`src/rtl/pixel_row_readout_pkg.sv`:
```
// Shared configuration for the pixel row readout path: array geometry, index widths,
// row/entry types and the capture FSM state encoding.
package pixel_row_readout_pkg;

  localparam int PIXEL_ARRAY_WIDTH  = 4;
  localparam int PIXEL_ARRAY_HEIGHT = 4;
  localparam int PIXEL_BITS         = 8;

  // Index width that never collapses to zero bits for a 1-entry dimension.
  function automatic int idx_bits(input int n);
    return (n > 1) ? $clog2(n) : 1;
  endfunction

  localparam int ROW_IDX_BITS = idx_bits(PIXEL_ARRAY_HEIGHT);
  localparam int COL_IDX_BITS = idx_bits(PIXEL_ARRAY_WIDTH);

  typedef logic [PIXEL_ARRAY_WIDTH-1:0][PIXEL_BITS-1:0] row_t;

  typedef struct packed {
    logic [ROW_IDX_BITS-1:0] row;
    row_t                    data;
  } row_entry_t;

  typedef enum logic [1:0] {
    CAP_IDLE    = 2'd0,
    CAP_WAIT    = 2'd1,
    CAP_CAPTURE = 2'd2
  } cap_state_t;

endpackage

```
`src/rtl/pixel_row_readout_row_pingpong_buf.sv`:
```
// Two-slot ping-pong row buffer. A write and a free in the same cycle while full
// reuse the slot being freed (wptr == rptr in that case), leaving count unchanged.
module row_pingpong_buf #(
  parameter int ENTRY_BITS = 40
) (
  input  logic                  clk,
  input  logic                  rst_n,
  input  logic                  i_wr_en,
  input  logic [ENTRY_BITS-1:0] i_wr_entry,
  input  logic                  i_free,
  output logic [ENTRY_BITS-1:0] o_rd_entry,
  output logic [1:0]            o_count,
  output logic                  o_full,
  output logic                  o_empty
);

  logic [ENTRY_BITS-1:0] r_slot [2];
  logic                  r_wptr;
  logic                  r_rptr;
  logic [1:0]            r_count;

  always_ff @(posedge clk or negedge rst_n) begin
    if (!rst_n) begin
      r_slot[0] <= '0;
      r_slot[1] <= '0;
      r_wptr    <= 1'b0;
      r_rptr    <= 1'b0;
      r_count   <= 2'd0;
    end else begin
      if (i_wr_en) begin
        r_slot[r_wptr] <= i_wr_entry;
        r_wptr         <= ~r_wptr;
      end
      if (i_free) begin
        r_rptr <= ~r_rptr;
      end
      case ({i_wr_en, i_free})
        2'b10:   r_count <= r_count + 2'd1;
        2'b01:   r_count <= r_count - 2'd1;
        default: r_count <= r_count;
      endcase
    end
  end

  assign o_rd_entry = r_slot[r_rptr];
  assign o_count    = r_count;
  assign o_full     = (r_count == 2'd2);
  assign o_empty    = (r_count == 2'd0);

endmodule

```
`src/rtl/pixel_row_readout.sv`:
```
// Captures a sensor row a fixed delay after each new_row strobe, buffers up to two
// rows and serialises them pixel-by-pixel onto a valid/ready stream with framing flags.
module pixel_row_readout
  import pixel_row_readout_pkg::*;
#(
  parameter int WIDTH         = PIXEL_ARRAY_WIDTH,
  parameter int HEIGHT        = PIXEL_ARRAY_HEIGHT,
  parameter int BITS          = PIXEL_BITS,
  parameter int CAPTURE_DELAY = 2
) (
  input  logic                         clk,
  input  logic                         reset,
  input  logic                         new_row,
  input  logic [HEIGHT-1:0]            row_select,
  input  logic [WIDTH*BITS-1:0]        pixel_data,
  output logic                         out_valid,
  input  logic                         out_ready,
  output logic [BITS-1:0]              out_data,
  output logic [idx_bits(WIDTH)-1:0]   out_col,
  output logic [idx_bits(HEIGHT)-1:0]  out_row,
  output logic                         out_sof,
  output logic                         out_eol,
  output logic                         out_eof,
  output logic                         overflow,
  output logic                         row_err,
  output cap_state_t                   dbg_state
);

  localparam int COL_W      = idx_bits(WIDTH);
  localparam int ROW_W      = idx_bits(HEIGHT);
  localparam int DLY_W      = idx_bits(CAPTURE_DELAY);
  localparam int DATA_BITS  = WIDTH * BITS;
  localparam int ENTRY_BITS = ROW_W + DATA_BITS;

  typedef logic [WIDTH-1:0][BITS-1:0] local_row_t;

  // Stream handshake: a beat moves when out_valid & out_ready at a rising edge.
  // out_valid depends only on buffer occupancy, so it cannot drop before the
  // current beat is taken, and the beat fields are pure functions of registers.

  cap_state_t             r_state;
  logic [DLY_W-1:0]       r_dly;
  logic                   r_overflow;
  logic                   r_row_err;
  logic [COL_W-1:0]       r_col;

  logic                   w_transfer;
  logic                   w_last_col;
  logic                   w_free;
  logic                   w_capture;
  logic                   w_onehot;
  logic [ROW_W-1:0]       w_row_idx;
  logic                   w_wr_en;
  logic [ENTRY_BITS-1:0]  w_wr_entry;
  logic [ENTRY_BITS-1:0]  w_rd_entry;
  logic [1:0]             w_count;
  logic                   w_full;
  logic                   w_empty;
  local_row_t             w_rd_pix;
  logic [ROW_W-1:0]       w_rd_row;

  assign w_transfer = out_valid & out_ready;
  assign w_last_col = (r_col == COL_W'(WIDTH - 1));
  assign w_free     = w_transfer & w_last_col;

  // A fresh new_row in the final WAIT cycle supersedes the pending capture.
  assign w_capture  = (r_state == CAP_WAIT) && (r_dly == '0) && !new_row;

  assign w_onehot = (row_select != '0) &&
                    ((row_select & (row_select - HEIGHT'(1))) == '0);

  // OR-reduction encoder: meaningful only when row_select is one-hot.
  always_comb begin
    w_row_idx = '0;
    for (int r = 0; r < HEIGHT; r++) begin
      if (row_select[r]) begin
        w_row_idx = w_row_idx | ROW_W'(r);
      end
    end
  end

  assign w_wr_en    = w_capture && w_onehot && (!w_full || w_free);
  assign w_wr_entry = {w_row_idx, pixel_data};

  always_ff @(posedge clk or negedge reset) begin
    if (!reset) begin
      r_state    <= CAP_IDLE;
      r_dly      <= '0;
      r_overflow <= 1'b0;
      r_row_err  <= 1'b0;
    end else begin
      case (r_state)
        CAP_IDLE: begin
          if (new_row) begin
            r_state <= CAP_WAIT;
            r_dly   <= DLY_W'(CAPTURE_DELAY - 1);
          end
        end
        CAP_WAIT: begin
          if (new_row) begin
            r_dly <= DLY_W'(CAPTURE_DELAY - 1);
          end else if (r_dly == '0) begin
            r_state <= CAP_CAPTURE;
          end else begin
            r_dly <= r_dly - DLY_W'(1);
          end
        end
        CAP_CAPTURE: begin
          if (new_row) begin
            r_state <= CAP_WAIT;
            r_dly   <= DLY_W'(CAPTURE_DELAY - 1);
          end else begin
            r_state <= CAP_IDLE;
          end
        end
        default: begin
          r_state <= CAP_IDLE;
        end
      endcase

      if (w_capture && !w_onehot) begin
        r_row_err <= 1'b1;
      end
      if (w_capture && w_onehot && w_full && !w_free) begin
        r_overflow <= 1'b1;
      end
    end
  end

  always_ff @(posedge clk or negedge reset) begin
    if (!reset) begin
      r_col <= '0;
    end else if (w_transfer) begin
      r_col <= w_last_col ? '0 : r_col + COL_W'(1);
    end
  end

  row_pingpong_buf #(
    .ENTRY_BITS (ENTRY_BITS)
  ) u_buf (
    .clk        (clk),
    .rst_n      (reset),
    .i_wr_en    (w_wr_en),
    .i_wr_entry (w_wr_entry),
    .i_free     (w_free),
    .o_rd_entry (w_rd_entry),
    .o_count    (w_count),
    .o_full     (w_full),
    .o_empty    (w_empty)
  );

  assign w_rd_pix = w_rd_entry[DATA_BITS-1:0];
  assign w_rd_row = w_rd_entry[ENTRY_BITS-1:DATA_BITS];

  assign out_valid = !w_empty && (w_count != 2'd3);
  assign out_data  = w_rd_pix[r_col];
  assign out_col   = r_col;
  assign out_row   = w_rd_row;
  assign out_sof   = out_valid && (w_rd_row == '0) && (r_col == '0);
  assign out_eol   = out_valid && w_last_col;
  assign out_eof   = out_eol && (w_rd_row == ROW_W'(HEIGHT - 1));
  assign overflow  = r_overflow;
  assign row_err   = r_row_err;
  assign dbg_state = r_state;

endmodule

```
`config.mk`:
```
export PLATFORM = sky130hd
export DESIGN_NAME = pixel_row_readout
export DESIGN_NICKNAME = d
export VERILOG_FILES = /design/src/rtl/pixel_row_readout_pkg.sv /design/src/rtl/pixel_row_readout_row_pingpong_buf.sv /design/src/rtl/pixel_row_readout.sv
export SDC_FILE = /design/constraint.sdc
export NUM_CORES = 1
export LEC_CHECK = 0
export ABC_CLOCK_PERIOD_IN_PS = 2760
export CAP_MARGIN = 20
export CORE_ASPECT_RATIO = 0.75
export CORE_MARGIN = 4
export CORE_UTILIZATION = 54
export CTS_CLUSTER_SIZE = 16
export DETAILED_ROUTE_END_ITERATION = 8
export PLACE_DENSITY = 0.85
export SYNTH_ARGS = -nofsm -noshare
export SYNTH_HDL_FRONTEND = slang
export SYNTH_SLANG_ARGS = --single-unit
```
`constraint.sdc`:
```
create_clock -name clk -period 2.76 [get_ports clk]
set_clock_uncertainty 0.2 [all_clocks]
set_input_delay 0.414 -clock clk [delete_from_list [all_inputs] [get_ports clk]]
set_output_delay 0.414 -clock clk [all_outputs]
set_load 0.005 [all_outputs]
```
==> results of run 1 <==
[final timing paths]
path                                  start                to  slack [ps]  cells after the start
min in group clk                    row_err           row_err         270                      2
setup / recovery               u_buf.r_rptr       out_data[2]          80                      5
hold reg to reg                     row_err           row_err         270                      2
hold / removal                        reset   u_buf.r_slot[2]         230                      2
max in group asynchronous             reset  u_buf.r_slot[41]        1550                      3
setup reg to reg           u_buf.o_count[0]  u_buf.r_slot[16]         230                      7
[per-layer routing]
metal  vias up  wire length, um  global-route usage [%]
met3         9              349                    4.74
met5         -                0                       0
met2        60             3560                    31.0
met4         0               58                    4.33
li1       1044                -                       -
met1      1173             3700                    26.7
[cell families (layout without fill, tap and decap cells)]
group,Yosys count,in the layout,synth area share (%)
AOI/OAI and AO/OA,8,8,1.55
xor gates and xnor gates,6,6,1.38
adders and majority gates,4,4,1.32
buffers and inverters,20,102,4.12
DFF,79,79,52.0
muxes,87,87,33.5
and+or+nand+nor,42,42,6.12
[critical path: cells and delay by family (launching register included)]
family        cells  cell delay, ps
buf+inv           2             630
mux               1             510
flops             1             420
simple gates      2             150
[timing repair]
item	CTS	global route
endpoints found under the setup margin	2	8
gates resized for setup	1	6
gates cloned	0	1
hold endpoints to repair	0	9
hold buffers	0	1
buffers inserted	0	5
[where the power goes]
group,internal [mW],switching [mW]
Clock,0.346,0.405
Combinational,1.38,0.724
Sequential,1.67,0.333
Total,3.40,1.46
[area by class of cell]
cell class                 instances  area (um2)  share of cell area, %
sequential                        79        1980                   41.4
multi-input combinational        147        1670                   34.9
timing repair buffer              79         827                   17.3
clock buffer                      12         145                   3.04
tap                               84         105                   2.20
inverter                           8        31.3                  0.655
clock inverter                     3        20.0                  0.419
[per-stage QoR]
stage	hold slack (ps)	instance area, um2
after floorplan	-81.6	3800
after global placement	248	4500
after detailed placement	249	4500
after CTS	66.0	4660
after global routing	230	4780
final	233	4780
[flip-flops by register name (all words and copies together), names as in the netlist]
name / cells
row_err: 1
u_buf.r_slot: 68
overflow: 1
out_col: 2
u_buf.o_count: 2
r_dly: 1
u_buf.r_rptr: 1
u_buf.r_wptr: 1
dbg_state: 2
[cells in the final DEF, fill, tap and decap left out, types with 2 or more instances in the layout]
cell,Yosys,layout
clkbuf_8,0,10
mux2_4,30,30
mux4_2,16,16
buf_4,0,14
clkinvlp_4,0,2
nand2_1,26,26
ha_1,4,4
clkbuf_1,2,2
nor2_1,2,2
dfrtp_2,0,2
dlymetal6s2s_1,0,3
or2_2,2,2
mux2_1,2,2
a21oi_1,3,3
mux2_2,39,39
nor2b_1,2,2
xnor2_1,5,5
buf_12,3,3
or4b_2,2,2
clkinv_2,0,2
clkdlybuf4s50_1,0,55
dfrtp_1,79,77
inv_1,7,7
==> run metrics, run 1 <==
grt ovf=0; Async S/R FF share, synth=100%; max-slew violation count=0; status=completed; CP Cell Sequence=clkbuf_16 > mux4_2 > nand2_1 > nand2_1 > clkdlybuf4s50_1; Hold Crit Class=input port to async pin; Starting Density=55.6%; Slew HR=about 77%; pwr/cell area=1020 nW/um2; I/O pin total=60; worst slack, placed=-141 ps; maximum clock path buffer count=2; count of unique library cells instantiated by Yosys=34; DRC violations left=0; final setup margin=roughly 79 ps; Post-synth EDFFs=0; YS warnings=0; top-count cell post-synth=dfrtp_1; total power=around 4.9 mW; Max Cap Viol=0; vias in the first global route=approximately 2500; DR WL/cell=~19 um; syn_area_per_cell=between 15 and 20 um2; Worst Setup End Kind=primary output; DRT Wirelength=7660 um; #FFs+latches synth=79; Critical Path RT=2150 ps; area leader, netlist=dfrtp_1; CTS root buf=clkbuf_8; CP max stage delay=around 510 ps; top cells by count, synth=dfrtp_1 (79), mux2_2 (39), mux2_4 (30); Final Hold Vio Count=0; DR pass1 iterations=4; WP data arrival=slightly above 2000 ps; PortBufs=59; setup TNS=0 ps; vias=between 2000 and 2500; H-tree lvl count=3; DP HPWL=approximately 5100 um; CTS tree=built; Synth Instances=246; Core Util, Final=69.9%; initial DRC count=between 70 and 80; area share of the largest cell type after synthesis=around 52%; Top FF cell, synth=dfrtp_1; core footprint=~6800 um2; critical path launch point type=register; sequential area share after synthesis=a little over half; Placed Cells=around 390; Post-Layout Cell Count=412; synth top area cells=dfrtp_1 (52%), mux2_4 (12%), mux2_2 (12%); Crit Path Max Fanout=9; antenna violations before repair=0; total CTS buffers=9; Setup violations, final=0; Slowest-stage cell, CP=mux4_2; Crit Path Category=register to primary output; # fillers=486; layout cell share with drive strength beyond 1=roughly two fifths; nets=between 300 and 400; area delta synth->final=25.7%; via/cell ratio=about 5.5; fin crit share=97.2%; Peak Freq=between 300 and 400 MHz; crit-path most repeated cell=nand2_1; global-route wire length before repair=between 10000 and 15000 um; post-synthesis net count=slightly below 300; Max VDD drop=about 0.52 mV; die area=approximately 8500 um2; Mapped Area=around 3800 um2; worst slew pin tran=348 ps; die width=105 um; Clock Pin Slew Worst Setup and Hold Paths=around 80 ps; crit path time final=about 2700 ps; number of diodes=0; Clock Latency Late Sink=roughly 350 ps; CTS sink cnt=between 70 and 80; leakage=2.25 nW; antenna-violating nets left=0; floorplan die height=between 80 and 90 um; gpl congestion=between 0.7 and 0.8; RSZ-0062 raised after global routing=no; num rows=26; largest net degree at the start of global routing=80; Global Route Usage Sum=roughly a fifth
Power figures use the tool's default switching activity.
==> run 2: changes to the inputs <==
--- a/config.mk
+++ b/config.mk
@@ -5,14 +5,14 @@
 export SDC_FILE = /design/constraint.sdc
 export NUM_CORES = 1
 export LEC_CHECK = 0
-export ABC_CLOCK_PERIOD_IN_PS = 2760
+export ABC_CLOCK_PERIOD_IN_PS = 2400
 export CAP_MARGIN = 20
 export CORE_ASPECT_RATIO = 0.75
 export CORE_MARGIN = 4
-export CORE_UTILIZATION = 54
+export CORE_UTILIZATION = 48
 export CTS_CLUSTER_SIZE = 16
 export DETAILED_ROUTE_END_ITERATION = 8
-export PLACE_DENSITY = 0.85
+export PLACE_DENSITY = 0.8
 export SYNTH_ARGS = -nofsm -noshare
 export SYNTH_HDL_FRONTEND = slang
 export SYNTH_SLANG_ARGS = --single-unit
==> constraint.sdc (replaced) <==
create_clock -name clk -period 2.4 [get_ports clk]
set_clock_uncertainty 0.2 [all_clocks]
set_input_delay 0.36 -clock clk [delete_from_list [all_inputs] [get_ports clk]]
set_output_delay 0.36 -clock clk [all_outputs]
set_load 0.005 [all_outputs]
==> run metrics, run 2 (synthesis gave the netlist of run 1 again) <==
most frequent cells in the layout=dfrtp_1 (77), clkdlybuf4s50_1 (48), mux2_2 (39), mux2_4 (30), buf_4 (26); CTS sink cnt=79 (unchanged); R2R setup slack=110 ps (-120 ps); worst slack, placed=-405 ps (-263 ps); internal power=4.07 mW (+20%); CP max stage delay=490 ps (-20 ps); DR WL/cell=18.6 um (about the same); gpl congestion=0.793 (+5.7%); largest net degree at the start of global routing=44 (-45%); Critical Path RT=1840 ps (-310 ps); floorplan die height=85.1 um (+5.5%); WP data arrival=1830 ps (-240 ps); H-tree lvl count=3 (unchanged); final setup margin=5.51 ps (-73.1 ps); design area=5030 um2 (+5.3%); Largest Register=u_buf.r_slot; maximum clock path buffer count=2 (unchanged); critical path launch point type=register; via/cell ratio=5.30 (-4.5%); max reg flops=68 (unchanged); Clock Pin Slew Worst Setup and Hold Paths=70 ps (about the same); pwr/cell area=1160 nW/um2 (+14%); core footprint=7530 um2 (+10%); vias=2394 (+4.7%); DP HPWL=5500 um (+7.0%); crit path time final=2390 ps; CTS tree=built; reg-to-reg endpoint=u_buf.r_slot[18]; DRT Wirelength=8410 um (+9.8%); area delta synth->final=32.4%; DRC violations left=0 (unchanged); total CTS buffers=9 (unchanged); start point of the worst hold path=u_buf.o_count[1]; antenna-violating nets left=0 (unchanged); Crit path depth=6 (+1); most common library cell in the layout ignoring fill and taps=dfrtp_1; hold path endpoint=u_buf.o_count[1]; CP Cell Sequence=clkbuf_16 > buf_8 > mux4_2 > nand2_1 > nand2_1 > buf_2; leakage=2.35 nW (+4.6%); total power=5.84 mW (+20%); Slew HR=62.4% (-14 points); nets=390 (+6.0%); grt ovf=0 (unchanged); num rows=27 (+3.8%); Setup violations, final=0 (unchanged); Global Route Usage Sum=19.2% (-0.084 points); hold path depth=1; clock group share of total power=15.2% (-0.2 points); Clock Latency Late Sink=340 ps (about the same); Hold Crit Class=register to register; Worst Path Buf+Inv=3 (+1); Worst Setup End Kind=primary output; max-slew violation count=0 (unchanged); Worst R2R Path Depth=7 (unchanged); crit-path most repeated cell=nand2_1; die width=111 um (+5.6%); Crit Path Max Fanout=5 (-4); Comb pwr share=45.5% (+2.2 points); Crit Path Category=register to primary output; Top delay family on crit path=multiplexers; Peak Freq=418 MHz; status=completed; number of diodes=0 (unchanged); RSZ-0062 raised after global routing=yes; PortBufs=59 (unchanged); Max VDD drop=0.553 mV (+6.3%); sw frac=30.3% (+0.27 points); CTS root buf=clkbuf_8; Slowest-stage cell, CP=mux4_2; fin crit share=99.8%; Seq pwr share=39.3% (-1.9 points); initial DRC count=110 (+53%); antenna violations before repair=0 (unchanged); Max Cap Viol=0 (unchanged); vias in the first global route=2708 (+10%); global-route wire length before repair=14200 um (+11%); Critical R2R Launch=u_buf.o_count[0]; Starting Density=50.4% (-5.2 points); Final Hold Vio Count=0 (unchanged); I/O pin total=60 (unchanged); DR pass1 iterations=4 (unchanged); P_sw=1.77 mW (+21%); layout cell share with drive strength beyond 1=48.7% (+8.8 points); worst slew pin tran=564 ps (+216 ps); DP Area=4620 um2 (+2.9%); die area=9420 um2 (+11%)
-- run 2: cell count changes in the layout (fill, tap and decap cells not counted), sizes merged --
cell / change
buf: +26
clkbuf: +8
clkdlybuf4s50: -7
dlymetal6s2s: -3
clkinvlp: -2
clkdlybuf4s15: +1
clkinv: -1
dlygate4sd2: +1
-- run 2: worst max-delay path by stage --
stage | endpoint | startpoint | slack [ps]
2_1_floorplan | u_buf.r_slot[0] | row_select[2] | 80
3_3_place_gp | u_buf.r_slot[18] | row_select[2] | -360
3_5_place_dp | u_buf.r_slot[18] | row_select[3] | -400
4_1_cts | out_data[3] | u_buf.r_rptr | -120
5_1_grt | out_data[6] | u_buf.r_rptr | -70
6_report | out_data[6] | u_buf.r_rptr | 6
-- run 2: repair_timing --
item | 4_1_cts | 5_1_grt
gates resized for setup | 47 | 18
buffers inserted | 14 | 3
hold buffers | 1 | 0
pin swaps | 13 | 12
endpoints found under the hold margin | 40 | 0
cloned | 2 | 0
endpoints found under the setup margin | 45 | 9
-- run 2: final cells by class --
class / count / area (um2)
clock buffers: 16 / 170
well taps: 101 / 126
repair buffers: 101 / 1010
multi-input cells: 147 / 1710
flip-flops and latches: 79 / 1980
fillers: 549 / 2500
inverters: 8 / 30.0
-- run 2: power groups by stage --
stage          sequential [mW]  combinational [mW]  clock, mW
6_report                  2.29                2.66      0.886
5_1_grt                   2.36                2.89      0.975
4_1_cts                   2.29                2.60      0.900
3_5_place_dp              2.28                2.43          0
3_3_place_gp              2.25                2.36          0
2_1_floorplan             2.15                1.55          0
-- run 2: per-layer routing --
layer  routed length (um)  global-route usage (%)
met4                   40                    3.47
met1                 3730                    25.1
met2                 4210                    32.1
met3                  425                    6.06
met5                    0                       0
-- run 2: stage by stage --
step | util [%] | hold slack, ps | instances | setup TNS [ps]
finish | 66.8 | 277 | 452 | 0
global route | 66.8 | 307 | 452 | -288
CTS | 66.4 | 283 | 450 | -385
detailed placement | 61.4 | 189 | 417 | -23290
global placement | 61.4 | 178 | 417 | -21030
floorplan | - | -136 | 246 | 0
